### config.mk
export PLATFORM = sky130hd
export DESIGN_NAME = pipeline_scoreboard
export DESIGN_NICKNAME = d
export VERILOG_FILES = /design/src/rtl/pipeline_scoreboard.sv
export SDC_FILE = /design/constraint.sdc
export NUM_CORES = 1
export LEC_CHECK = 0
export BUFFER_PORTS_ARGS = -buffer_cell sky130_fd_sc_hd__buf_4
export CELL_PAD_IN_SITES_DETAIL_PLACEMENT = 0
export CELL_PAD_IN_SITES_GLOBAL_PLACEMENT = 2
export CORE_ASPECT_RATIO = 0.9
export CORE_MARGIN = 2
export CORE_UTILIZATION = 37
export CTS_BUF_LIST = sky130_fd_sc_hd__clkbuf_8
export CTS_CLUSTER_DIAMETER = 200
export DETAILED_ROUTE_END_ITERATION = 10
export GPL_ROUTABILITY_DRIVEN = 1
export PLACE_DENSITY = 0.82
export SYNTH_ARGS = -nofsm -noshare
export SYNTH_HDL_FRONTEND = slang
export SYNTH_SLANG_ARGS = --single-unit
### constraint.sdc
create_clock -name clk -period 3.85 [get_ports clk]
set_clock_uncertainty 0.05 [all_clocks]
set_input_delay 0 -clock clk [delete_from_list [all_inputs] [get_ports clk]]
set_output_delay 0 -clock clk [all_outputs]
set_load 0.01 [all_outputs]
### src/rtl/pipeline_scoreboard.sv
// pipeline_scoreboard
//   Register scoreboard and hazard controller that sits beside the decode stage.
//   Each architectural register has one pending-write entry: a busy bit and a latency
//   countdown. Decode is stalled on RAW hazards against results not yet on the bypass
//   network, and on WAW hazards that would let a younger write retire first. A busy
//   entry whose countdown has reached zero is served from the bypass network.
//
// Parameters
//   REG_AW  register index width (NREG = 2**REG_AW entries, entry 0 never busy)
//   LAT_W   countdown width (legal id_lat 1 .. 2**LAT_W-1; 0 is treated as 1)
//   NWB     number of writeback ports
//
// Ports
//   clk, reset        rising-edge clock, asynchronous active-low reset
//   id_*              decode-stage instruction: valid, sources and use flags, destination,
//                     write flag, result latency
//   flush             kill the decode-stage instruction (suppresses issue only)
//   wb_valid, wb_rd   per-port writeback strobes and packed indices
//   stall, issue      hold decode / instruction accepted this cycle
//   fwd_a, fwd_b      source taken from the bypass network
//   busy_vec          registered busy bits
//   stall_cnt,        saturating stall-cycle and WAW-stall-cycle counters; present only when
//   waw_cnt           the SB_STATS_EN macro is defined
module pipeline_scoreboard #(
    parameter int unsigned REG_AW = 5,
    parameter int unsigned LAT_W  = 4,
    parameter int unsigned NWB    = 2
) (
    input  logic                    clk,
    input  logic                    reset,
    input  logic                    id_valid,
    input  logic [REG_AW-1:0]       id_rs,
    input  logic [REG_AW-1:0]       id_rt,
    input  logic                    id_rs_used,
    input  logic                    id_rt_used,
    input  logic                    id_wr,
    input  logic [REG_AW-1:0]       id_rd,
    input  logic [LAT_W-1:0]        id_lat,
    input  logic                    flush,
    input  logic [NWB-1:0]          wb_valid,
    input  logic [NWB*REG_AW-1:0]   wb_rd,
    output logic                    stall,
    output logic                    issue,
    output logic                    fwd_a,
    output logic                    fwd_b,
`ifdef SB_STATS_EN
    output logic [31:0]             stall_cnt,
    output logic [15:0]             waw_cnt,
`endif
    output logic [2**REG_AW-1:0]    busy_vec
);

    localparam int NREG = 2**REG_AW;

    logic [NREG-1:0]  busy_q, busy_d;
    logic [LAT_W-1:0] cnt_q [NREG];
    logic [LAT_W-1:0] cnt_d [NREG];

    logic [NREG-1:0]  wb_hit;
    logic [LAT_W-1:0] lat_eff;
    logic             rs_live, rt_live, rd_live;
    logic             raw_a, raw_b, waw;
    logic             rs_ready, rt_ready;

    // Registers being written back this cycle; index 0 is never a target.
    always_comb begin
        wb_hit = '0;
        for (int k = 0; k < int'(NWB); k++) begin
            if (wb_valid[k] && (wb_rd[k*REG_AW +: REG_AW] != '0)) begin
                wb_hit[wb_rd[k*REG_AW +: REG_AW]] = 1'b1;
            end
        end
    end

    // A latency of 0 is illegal and handled as a single-cycle result.
    assign lat_eff = (id_lat == '0) ? LAT_W'(1) : id_lat;

    assign rs_live = id_rs_used && (id_rs != '0) && busy_q[id_rs] && !wb_hit[id_rs];
    assign rt_live = id_rt_used && (id_rt != '0) && busy_q[id_rt] && !wb_hit[id_rt];
    assign rd_live = id_wr && (id_rd != '0) && busy_q[id_rd];

    // Same-cycle writeback is not a hazard: the register file is write-before-read.
    assign raw_a    = rs_live && (cnt_q[id_rs] != '0);
    assign raw_b    = rt_live && (cnt_q[id_rt] != '0);
    assign rs_ready = rs_live && (cnt_q[id_rs] == '0);
    assign rt_ready = rt_live && (cnt_q[id_rt] == '0);

    // A new write must not land before the pending one to the same register.
    assign waw = rd_live && (cnt_q[id_rd] >= lat_eff);

    assign stall    = id_valid && (raw_a || raw_b || waw);
    assign issue    = id_valid && !stall && !flush;
    assign fwd_a    = !stall && rs_ready;
    assign fwd_b    = !stall && rt_ready;
    assign busy_vec = busy_q;

    always_comb begin
        busy_d = busy_q;
        cnt_d  = cnt_q;
        for (int r = 1; r < NREG; r++) begin
            if (busy_q[r] && (cnt_q[r] != '0)) begin
                cnt_d[r] = cnt_q[r] - 1'b1;
            end
            if (wb_hit[r]) begin
                busy_d[r] = 1'b0;
                cnt_d[r]  = '0;
            end
        end
        // Issue overrides a same-cycle writeback to the same register.
        if (issue && id_wr && (id_rd != '0)) begin
            busy_d[id_rd] = 1'b1;
            cnt_d[id_rd]  = lat_eff - 1'b1;
        end
        busy_d[0] = 1'b0;
        cnt_d[0]  = '0;
    end

    always_ff @(posedge clk or negedge reset) begin
        if (!reset) begin
            busy_q <= '0;
            for (int r = 0; r < NREG; r++) begin
                cnt_q[r] <= '0;
            end
        end else begin
            busy_q <= busy_d;
            for (int r = 0; r < NREG; r++) begin
                cnt_q[r] <= cnt_d[r];
            end
        end
    end

`ifdef SB_STATS_EN
    always_ff @(posedge clk or negedge reset) begin
        if (!reset) begin
            stall_cnt <= '0;
            waw_cnt   <= '0;
        end else begin
            if (stall && (stall_cnt != '1)) begin
                stall_cnt <= stall_cnt + 32'd1;
            end
            if (stall && waw && (waw_cnt != '1)) begin
                waw_cnt <= waw_cnt + 16'd1;
            end
        end
    end
`endif

endmodule
==> impl_metrics.csv, run 1 <==
group,metric,value,unit
pwr,worst_ir_drop_vdd,0.2325,mV
timing,maxClockFrequency,269.9,MHz
routing,post_drt_via_cell_ratio,6.014,
cells_and_area,layout_cells_sized_above_1,0.2168,
place,hpwl,34650,µm
floorplan,floorplan.io_pins,74,
run,maxCapViolations,0,
routing,drt_pre_antenna_iters,5,
grt,number_of_antenna_violations_at_the_first_check_in_global_routing,0,
critical_path,r2r_slack,0.24,ns
synth,synth_cell_types,78,
synth,synthDominantAreaCellType,"sky130_fd_sc_hd__dfrtp_1",
synth,synth.ff_latch_count,155,
timing,final-hold-violation-count,0,
synth,synthCells,1382,
synth,synthAdderAreaFrac,0.03455,
floorplan,std_cell_rows,65,
synth,synth.net_count,1456,
critical_path,critical_r2r_launch,"cnt_q[44]$_DFF_PN0_",
clocking,tritoncts,"built",
cells_and_area,area.growth.synth_to_final,15.40,%
routing,drc,0,
synth,synth.top_cell.area_share,0.2975,
timing,timing.slew.headroom,0.1883,
clocking,clk_path_buf_depth,2,
critical_path,path_class,"flip-flop to output port",
synth,synth_simple_gate_area_share,0.2314,
grt,grt_pass1_vias,11440,
synth,synth_enable_flop_cells,0,
grt,wire_length_of_the_first_global_routing_pass,72660,µm
clocking,clock_sink_count,155,
clocking,clk_pin_slew_worst_paths,0.09,ns
floorplan,initial_core_utilization,0.3736,
floorplan,die_height,182.1,µm
status,outcome,"finished clean",
synth,synth_area_in_compound_gates,0.1360,
floorplan,fp.dieW,201.9,µm
critical_path,critical_path_required,3.80,ns
critical_path,worstSetupStartpointType,"flip-flop",
routing,drt_first_iter_violations,1336,
clocking,worst_skew_pair.late_latency,0.48,ns
routing,wirelength,47620,µm
critical_path,cp-end-kind,"output port",
cells_and_area,num-nets-final,1566,
timing,worst_pin_slew,1.215,ns
grt,grt.total_usage,0.2621,
grt,grt.overflow.total,0,
routing,average_routed_wire_per_standard_cell,24.14,µm
routing,drt.antenna.violating_nets,0,
timing,setup-violations-final,0,
synth,seq_area_frac_synth,0.2975,
timing,final_critical_path_share_of_the_clock_period,0.9622,
timing,worst_hold_slack_across_all_endpoints,0.09266,ns
pwr,p_per_area,553.6,nW/µm²
synth,netlist_top_cells_area,"sky130_fd_sc_hd__dfrtp_1 (30%), sky130_fd_sc_hd__mux2i_1 (11%), sky130_fd_sc_hd__mux4_2 (9.2%)",
critical_path,timing.critical_path.fanout_max,5,
clocking,cts-buffers-inserted,17,
synth,synth_area,13040,µm²
timing,timing.final.ws_setup,0.1456,ns
floorplan,core-area,34890,µm²
pwr,total_leakage_power,6.446,nW
clocking,h-tree-depth,4,
place,buffer_ports.inserted,72,
pwr,final_total_pwr,8.328,mW
place,gp_congestion,0.9486,
critical_path,timing.critical_path.arrival,3.65,ns
synth,synthMuxAreaShare,0.2092,
synth,synth_top_family_by_area,"simple AND/OR/NAND/NOR gates",
synth,yosys_most_used_dff,"sky130_fd_sc_hd__dfrtp_1",
worst_hold_path,worst_min_delay_path_category,"input port to asynchronous set/reset pin",
synth,yosysMostFrequentCell,"sky130_fd_sc_hd__nand2_1",
place,place_ws,0.1143,ns
timing,report.final.slew_viol_count,0,
clocking,cts.root.buffer_cell,"sky130_fd_sc_hd__clkbuf_8",
critical_path,ff2ff_path_depth,15,
synth,synthesis.yosys.warnings,0,
synth,synth_commonest_cells,"sky130_fd_sc_hd__nand2_1 (222), sky130_fd_sc_hd__dfrtp_1 (155), sky130_fd_sc_hd__mux2i_1 (142)",
synth,proportion_of_synthesized_flip_flops_having_asynchronous_set_or_reset,1.000,
synth,synth.avg_cell_area,9.433,µm²
floorplan,die_area,36750,µm²
timing,final_period_minus_worst_setup_slack,3.704,ns
critical_path,rr_endpoint,"cnt_q[107]$_DFF_PN0_",
cells_and_area,number_of_inserted_diodes,0,
grt,grt_start_max_net_pins,86,
synth,synth_xor_area_frac,0.04501,
routing,routed-via-count,11870,
placed cells by master (no fill, tap or decap), types with 5 or more instances in the layout:
cell type / Yosys / layout
sky130_fd_sc_hd__a21boi_0: 26 / 26
sky130_fd_sc_hd__a21o_1: 33 / 33
sky130_fd_sc_hd__a21oi_1: 13 / 13
sky130_fd_sc_hd__a221oi_1: 5 / 5
sky130_fd_sc_hd__a22o_1: 5 / 5
sky130_fd_sc_hd__a22oi_1: 32 / 29
sky130_fd_sc_hd__a2bb2oi_1: 6 / 6
sky130_fd_sc_hd__and4b_1: 26 / 26
sky130_fd_sc_hd__and4bb_2: 6 / 6
sky130_fd_sc_hd__buf_4: 2 / 157
sky130_fd_sc_hd__clkbuf_8: 0 / 19
sky130_fd_sc_hd__dfrtp_1: 155 / 140
sky130_fd_sc_hd__dfrtp_2: 0 / 15
sky130_fd_sc_hd__ha_1: 36 / 36
sky130_fd_sc_hd__inv_1: 69 / 70
sky130_fd_sc_hd__mux2_2: 10 / 10
sky130_fd_sc_hd__mux2i_1: 142 / 142
sky130_fd_sc_hd__mux4_2: 53 / 53
sky130_fd_sc_hd__nand2_1: 222 / 222
sky130_fd_sc_hd__nand2b_1: 12 / 12
sky130_fd_sc_hd__nand3_1: 47 / 47
sky130_fd_sc_hd__nand4_1: 8 / 8
sky130_fd_sc_hd__nand4b_1: 6 / 6
sky130_fd_sc_hd__nor2_1: 57 / 56
sky130_fd_sc_hd__nor2b_1: 9 / 9
sky130_fd_sc_hd__nor3_1: 7 / 6
sky130_fd_sc_hd__nor3_4: 28 / 28
sky130_fd_sc_hd__nor4_1: 55 / 55
sky130_fd_sc_hd__o21ai_0: 63 / 62
sky130_fd_sc_hd__o22a_1: 12 / 12
sky130_fd_sc_hd__o22ai_1: 11 / 11
sky130_fd_sc_hd__or2_2: 5 / 5
sky130_fd_sc_hd__or3_1: 5 / 5
sky130_fd_sc_hd__or4_1: 9 / 9
sky130_fd_sc_hd__xnor2_1: 37 / 36
sky130_fd_sc_hd__xor2_1: 30 / 30
final cells by class:
type	count	area, µm²
Clock buffer	19	261.5
Multi-Input combinational cell	1086	8628
Clock inverter	12	147.6
Fill cell	3365	19850
Inverter	70	262.8
Timing Repair Buffer	162	1260
Sequential cell	155	3897
Tap cell	469	586.8
flip-flops by register name, indices dropped and copies added, names as in the netlist:
register  count
cnt_q       124
busy_vec     31
critical path: stages, from the launching register on:
cell and delay [ns]:
sky130_fd_sc_hd__dfrtp_2 0.45, sky130_fd_sc_hd__mux4_2 0.53, sky130_fd_sc_hd__a22oi_2 0.19, sky130_fd_sc_hd__and4_1 0.21, sky130_fd_sc_hd__ha_1 0.22, sky130_fd_sc_hd__nand2b_1 0.14, sky130_fd_sc_hd__a21o_1 0.17, sky130_fd_sc_hd__a21o_1 0.17
sky130_fd_sc_hd__a21oi_1 0.17, sky130_fd_sc_hd__nor2_1 0.07, sky130_fd_sc_hd__o21ai_2 0.08, sky130_fd_sc_hd__nand2_4 0.11, sky130_fd_sc_hd__o21a_4 0.25, sky130_fd_sc_hd__nor3b_2 0.17, sky130_fd_sc_hd__buf_4 0.14, sky130_fd_sc_hd__buf_4 0.11
how the worst max path moves through the flow:
stage,start,endpoint,cells past startpoint
finish,cnt_q[44]$_DFF_PN0_,fwd_a,15
global route,cnt_q[64]$_DFF_PN0_,fwd_a,15
CTS,cnt_q[36]$_DFF_PN0_,fwd_a,15
detailed placement,id_rd[0],cnt_q[111]$_DFF_PN0_,15
global placement,id_rd[0],cnt_q[104]$_DFF_PN0_,15
floorplan,id_rd[0],fwd_a,16
metal layers:
layer | track usage | vias up | share of wire
li1 | - | 5374 | -
met1 | 0.3549 | 5854 | 0.43
met2 | 0.4140 | 548 | 0.46
met3 | 0.05714 | 89 | 0.079
met4 | 0.09324 | 0 | 0.033
met5 | 0 | - | 0
through the flow:
step	util	TNS (ns)	instance area (µm²)	std cells
finish	0.4312	0	15040	1973
global route	0.4312	-0.01032	15040	1973
CTS	0.4277	0	14920	1962
detailed placement	0.4148	0	14470	1928
global placement	0.4148	0	14470	1928
floorplan	-	0	13040	1382
kinds of logic after synthesis:
logic type / Yosys count
AOI/OAI and AO/OA: 250
xor gates and xnor gates: 67
adders and majority gates: 36
buffers and inverters: 141
DFF: 155
muxes: 205
other: 1
and+or+nand+nor: 527
report_power, final:
group          switching [mW]  total (mW)  internal (mW)  leakage (nW)
logic                    2.02        3.87           1.85          4.25
clock network           0.682        1.35          0.668         0.201
registers               0.886        3.11           2.22          2.00
what timing repair did:
item	in CTS	in global routing
setup endpoints to repair	3	29
gates resized for setup	8	16
hold buffers	1	0
pin swaps	1	2
buffers inserted	2	11
hold endpoints to repair	83	0
Power figures use the tool's default switching activity.
==> run 2: changes to the inputs <==
--- a/config.mk
+++ b/config.mk
@@ -5,12 +5,13 @@
 export SDC_FILE = /design/constraint.sdc
 export NUM_CORES = 1
 export LEC_CHECK = 0
+export ABC_AREA = 1
 export BUFFER_PORTS_ARGS = -buffer_cell sky130_fd_sc_hd__buf_4
 export CELL_PAD_IN_SITES_DETAIL_PLACEMENT = 0
 export CELL_PAD_IN_SITES_GLOBAL_PLACEMENT = 2
 export CORE_ASPECT_RATIO = 0.9
 export CORE_MARGIN = 2
-export CORE_UTILIZATION = 37
+export CORE_UTILIZATION = 31
 export CTS_BUF_LIST = sky130_fd_sc_hd__clkbuf_8
 export CTS_CLUSTER_DIAMETER = 200
 export DETAILED_ROUTE_END_ITERATION = 10
==> run 2 against run 1 <==
The flow now finishes with violations (negative hold slack). Wire length grew 40%. Die area up 35%. Sequential power decreased by 11%. Combinational power increased by 30%. Cell area grew 13%. Highest routed layer unchanged. Global-route usage is 0.51 points higher. Non-clock buffer count shrank 13. Utilization down 7.5 points. Largest cell class unchanged. Count of clock-buffer cells in the layout grew 1. Final cell count increased by 62%.
==> impl_metrics.csv, run 2 <==
group,metric,value,unit
cells_and_area,largest_register_ffs,124,
floorplan,core-area,47640,µm²
synth,synth.net_count,2590,
grt,grt_pass1_vias,16470,
routing,average_routed_wire_per_standard_cell,20.88,µm
timing,final_critical_path_share_of_the_clock_period,0.9453,
floorplan,floorplan.io_pins,74,
cells_and_area,area.growth.synth_to_final,14.06,%
floorplan,die_area,49750,µm²
grt,grt.overflow.total,0,
synth,proportion_of_synthesized_flip_flops_having_asynchronous_set_or_reset,1.000,
status,failed_checks,"negative hold slack",
synth,synth_area,14870,µm²
synth,synth.top_cell.area_share,0.2608,
timing,setup-tns-final,0,ns
timing,setup-violations-final,0,
routing,drt_first_iter_violations,1845,
grt,wire_length_of_the_first_global_routing_pass,101400,µm
routing,wirelength,66890,µm
grt,grt_start_max_net_pins,157,
synth,synthDominantAreaCellType,"sky130_fd_sc_hd__dfrtp_1",
routing,top_signal_layer_used,"met4",
pwr,total_leakage_power,8.489,nW
synth,synthesis.yosys.warnings,0,
timing,maxClockFrequency,274.8,MHz
critical_path,timing.critical_path.arrival,3.59,ns
place,buffer_ports.inserted,72,
worst_hold_path,worst_min_delay_path_category,"input port to asynchronous set/reset pin",
synth,synth_cell_types,43,
cells_and_area,mostFrequentLayoutCell,"sky130_fd_sc_hd__nand2_1",
cells_and_area,nFillCells,5136,
synth,synth_enable_flop_cells,0,
synth,yosysMostFrequentCell,"sky130_fd_sc_hd__nand2_1",
routing,drt.antenna.violating_nets,0,
clocking,h-tree-depth,4,
floorplan,initial_core_utilization,0.3122,
clocking,tritoncts,"built",
critical_path,worstSetupStartpointType,"flip-flop",
routing,drc,0,
clocking,clk_pin_slew_worst_paths,0.10,ns
timing,report.final.slew_viol_count,0,
floorplan,std_cell_rows,76,
timing,timing.slew.headroom,0.3014,
synth,synth_commonest_cells,"sky130_fd_sc_hd__nand2_1 (847), sky130_fd_sc_hd__inv_1 (297), sky130_fd_sc_hd__o21ai_0 (245)",
status,outcome,"finished with violations",
timing,final-hold-violation-count,2,
clocking,cts-buffers-inserted,17,
clocking,clock_sink_count,155,
synth,yosys_most_used_dff,"sky130_fd_sc_hd__dfrtp_1",
synth,netlist_top_cells_area,"sky130_fd_sc_hd__dfrtp_1 (26%), sky130_fd_sc_hd__nand2_1 (21%), sky130_fd_sc_hd__o21ai_0 (8.2%)",
floorplan,fp.dieW,234.9,µm
synth,synth.avg_cell_area,5.912,µm²
routing,drt_pre_antenna_iters,8,
grt,number_of_antenna_violations_at_the_first_check_in_global_routing,1,
cells_and_area,num-nets-final,2642,
critical_path,cp-end-kind,"output port",
routing,routed-via-count,17710,
routing,met2_length,28600,µm
cells_and_area,number_of_inserted_diodes,0,
timing,worst_pin_slew,1.047,ns
critical_path,timing.critical_path.fanout_max,4,
routing,routed-wl-met3,5144,µm
routing,wl_met1,30900,µm
grt,grt.total_usage,0.2671,
clocking,clk_path_buf_depth,2,
critical_path,path_class,"flip-flop to output port",
pwr,final_total_pwr,9.343,mW
place,gp_congestion,0.9626,
cells_and_area,mostFrequentLayoutCells,"sky130_fd_sc_hd__nand2_1 (845), sky130_fd_sc_hd__inv_1 (297), sky130_fd_sc_hd__o21ai_0 (238)",
place,hpwl,47290,µm
routing,post_drt_via_cell_ratio,5.530,
synth,synth.ff_latch_count,155,
synth,synthCells,2516,
clocking,worst_skew_pair.late_latency,0.58,ns
floorplan,die_height,211.8,µm
clocking,cts.root.buffer_cell,"sky130_fd_sc_hd__clkbuf_8",
critical_path,critical_path_required,3.80,ns
cells_and_area,layout_cells_sized_above_1,0.08414,
run,maxCapViolations,0,
timing,final_period_minus_worst_setup_slack,3.639,ns
timing,worst_hold_slack_across_all_endpoints,-0.009356,ns
cells_and_area,largest_register,"cnt_q",
synth,seq_area_frac_synth,0.2608,
timing,rsz0062_at_grt,"false",
pwr,p_per_area,550.7,nW/µm²
pwr,worst_ir_drop_vdd,0.1703,mV
## run 2: metal layers
layer / track usage / up-vias
li1: - / 8471
met4: 0.1037 / 0
met5: 0 / -
met2: 0.4087 / 719
met3: 0.03977 / 114
met1: 0.3778 / 8409
## run 2: final timing paths
check                                         endpoint  depth (start not counted)  slack [ns]                    from
worst max-delay path                             issue                         15        0.21     cnt_q[82]$_DFF_PN0_
worst min-delay path               cnt_q[64]$_DFF_PN0_                          2      -0.009                   reset
worst max register to register     cnt_q[47]$_DFF_PN0_                         18        0.32     cnt_q[82]$_DFF_PN0_
worst min register to register  busy_vec[31]$_DFF_PN0_                          2        0.54  busy_vec[31]$_DFF_PN0_
max in group asynchronous           cnt_q[6]$_DFF_PN0_                          3        2.80                   reset
min in group clk                busy_vec[11]$_DFF_PN0_                          6        0.04                id_rd[1]
## run 2: layout make-up
type	count	area [µm²]	area share
tap	624	780.7	0.04602
timing repair buffer	149	1348	0.07942
sequential	155	3879	0.2286
clock buffer	20	275.3	0.01622
clock inverter	10	173.9	0.01025
inverter	320	1204	0.07094
multi-input combinational	1925	9306	0.5485
## run 2: power breakdown
group	switching (mW)	internal, mW	leakage (nW)
combinational	3.29	1.76	6.24
clock	0.727	0.808	0.235
sequential	0.518	2.24	2.02
total	4.54	4.81	8.49
## run 2: cells by family (layout without fill, tap and decap cells)
logic type                 after synthesis  in the layout  synth area share
xor gates and xnor gates                16             16          0.009422
DFF                                    155            155            0.2608
buffers and inverters                  436            499            0.1178
AOI/OAI and AO/OA                      490            490            0.1811
and+or+nand+nor                       1382           1382            0.4004
adders and majority gates               36             36           0.03028
other                                    1              1         0.0002521
## run 2: per-stage QoR
step	cell area (µm²)	setup WS (ns)	cells	hold slack (ns)	util
floorplan	14870	0.7126	2516	-0.3456	-
finish	16970	0.2105	3203	-0.009356	0.3561
global placement	16290	0.08874	3155	0.07804	0.3420
detailed placement	16290	0.03596	3155	0.07647	0.3420
global route	16970	0.004346	3203	0.05857	0.3561
CTS	16900	0.007026	3201	0.00005712	0.3548
## run 2: what timing repair did
item / CTS / global route
pin swaps: 1 / 4
hold buffers: 15 / 0
endpoints found under the hold margin: 90 / 0
setup endpoints to repair: 4 / 4
buffers inserted: 1 / 2
resized for setup: 7 / 13
## run 2: worst max-delay path, cell delays in order, from the launching register on
cell and delay [ns]:
sky130_fd_sc_hd__dfrtp_1 0.39, sky130_fd_sc_hd__inv_1 0.11, sky130_fd_sc_hd__o22ai_1 0.16, sky130_fd_sc_hd__o21ai_0 0.47
sky130_fd_sc_hd__nand2_1 0.10, sky130_fd_sc_hd__nor2_1 0.11, sky130_fd_sc_hd__nand4_1 0.13, sky130_fd_sc_hd__ha_1 0.34
sky130_fd_sc_hd__o21a_1 0.11, sky130_fd_sc_hd__o21a_1 0.16, sky130_fd_sc_hd__o21ai_0 0.12, sky130_fd_sc_hd__o21bai_1 0.14
sky130_fd_sc_hd__nand2_2 0.11, sky130_fd_sc_hd__nor4_1 0.26, sky130_fd_sc_hd__buf_4 0.20, sky130_fd_sc_hd__buf_4 0.12
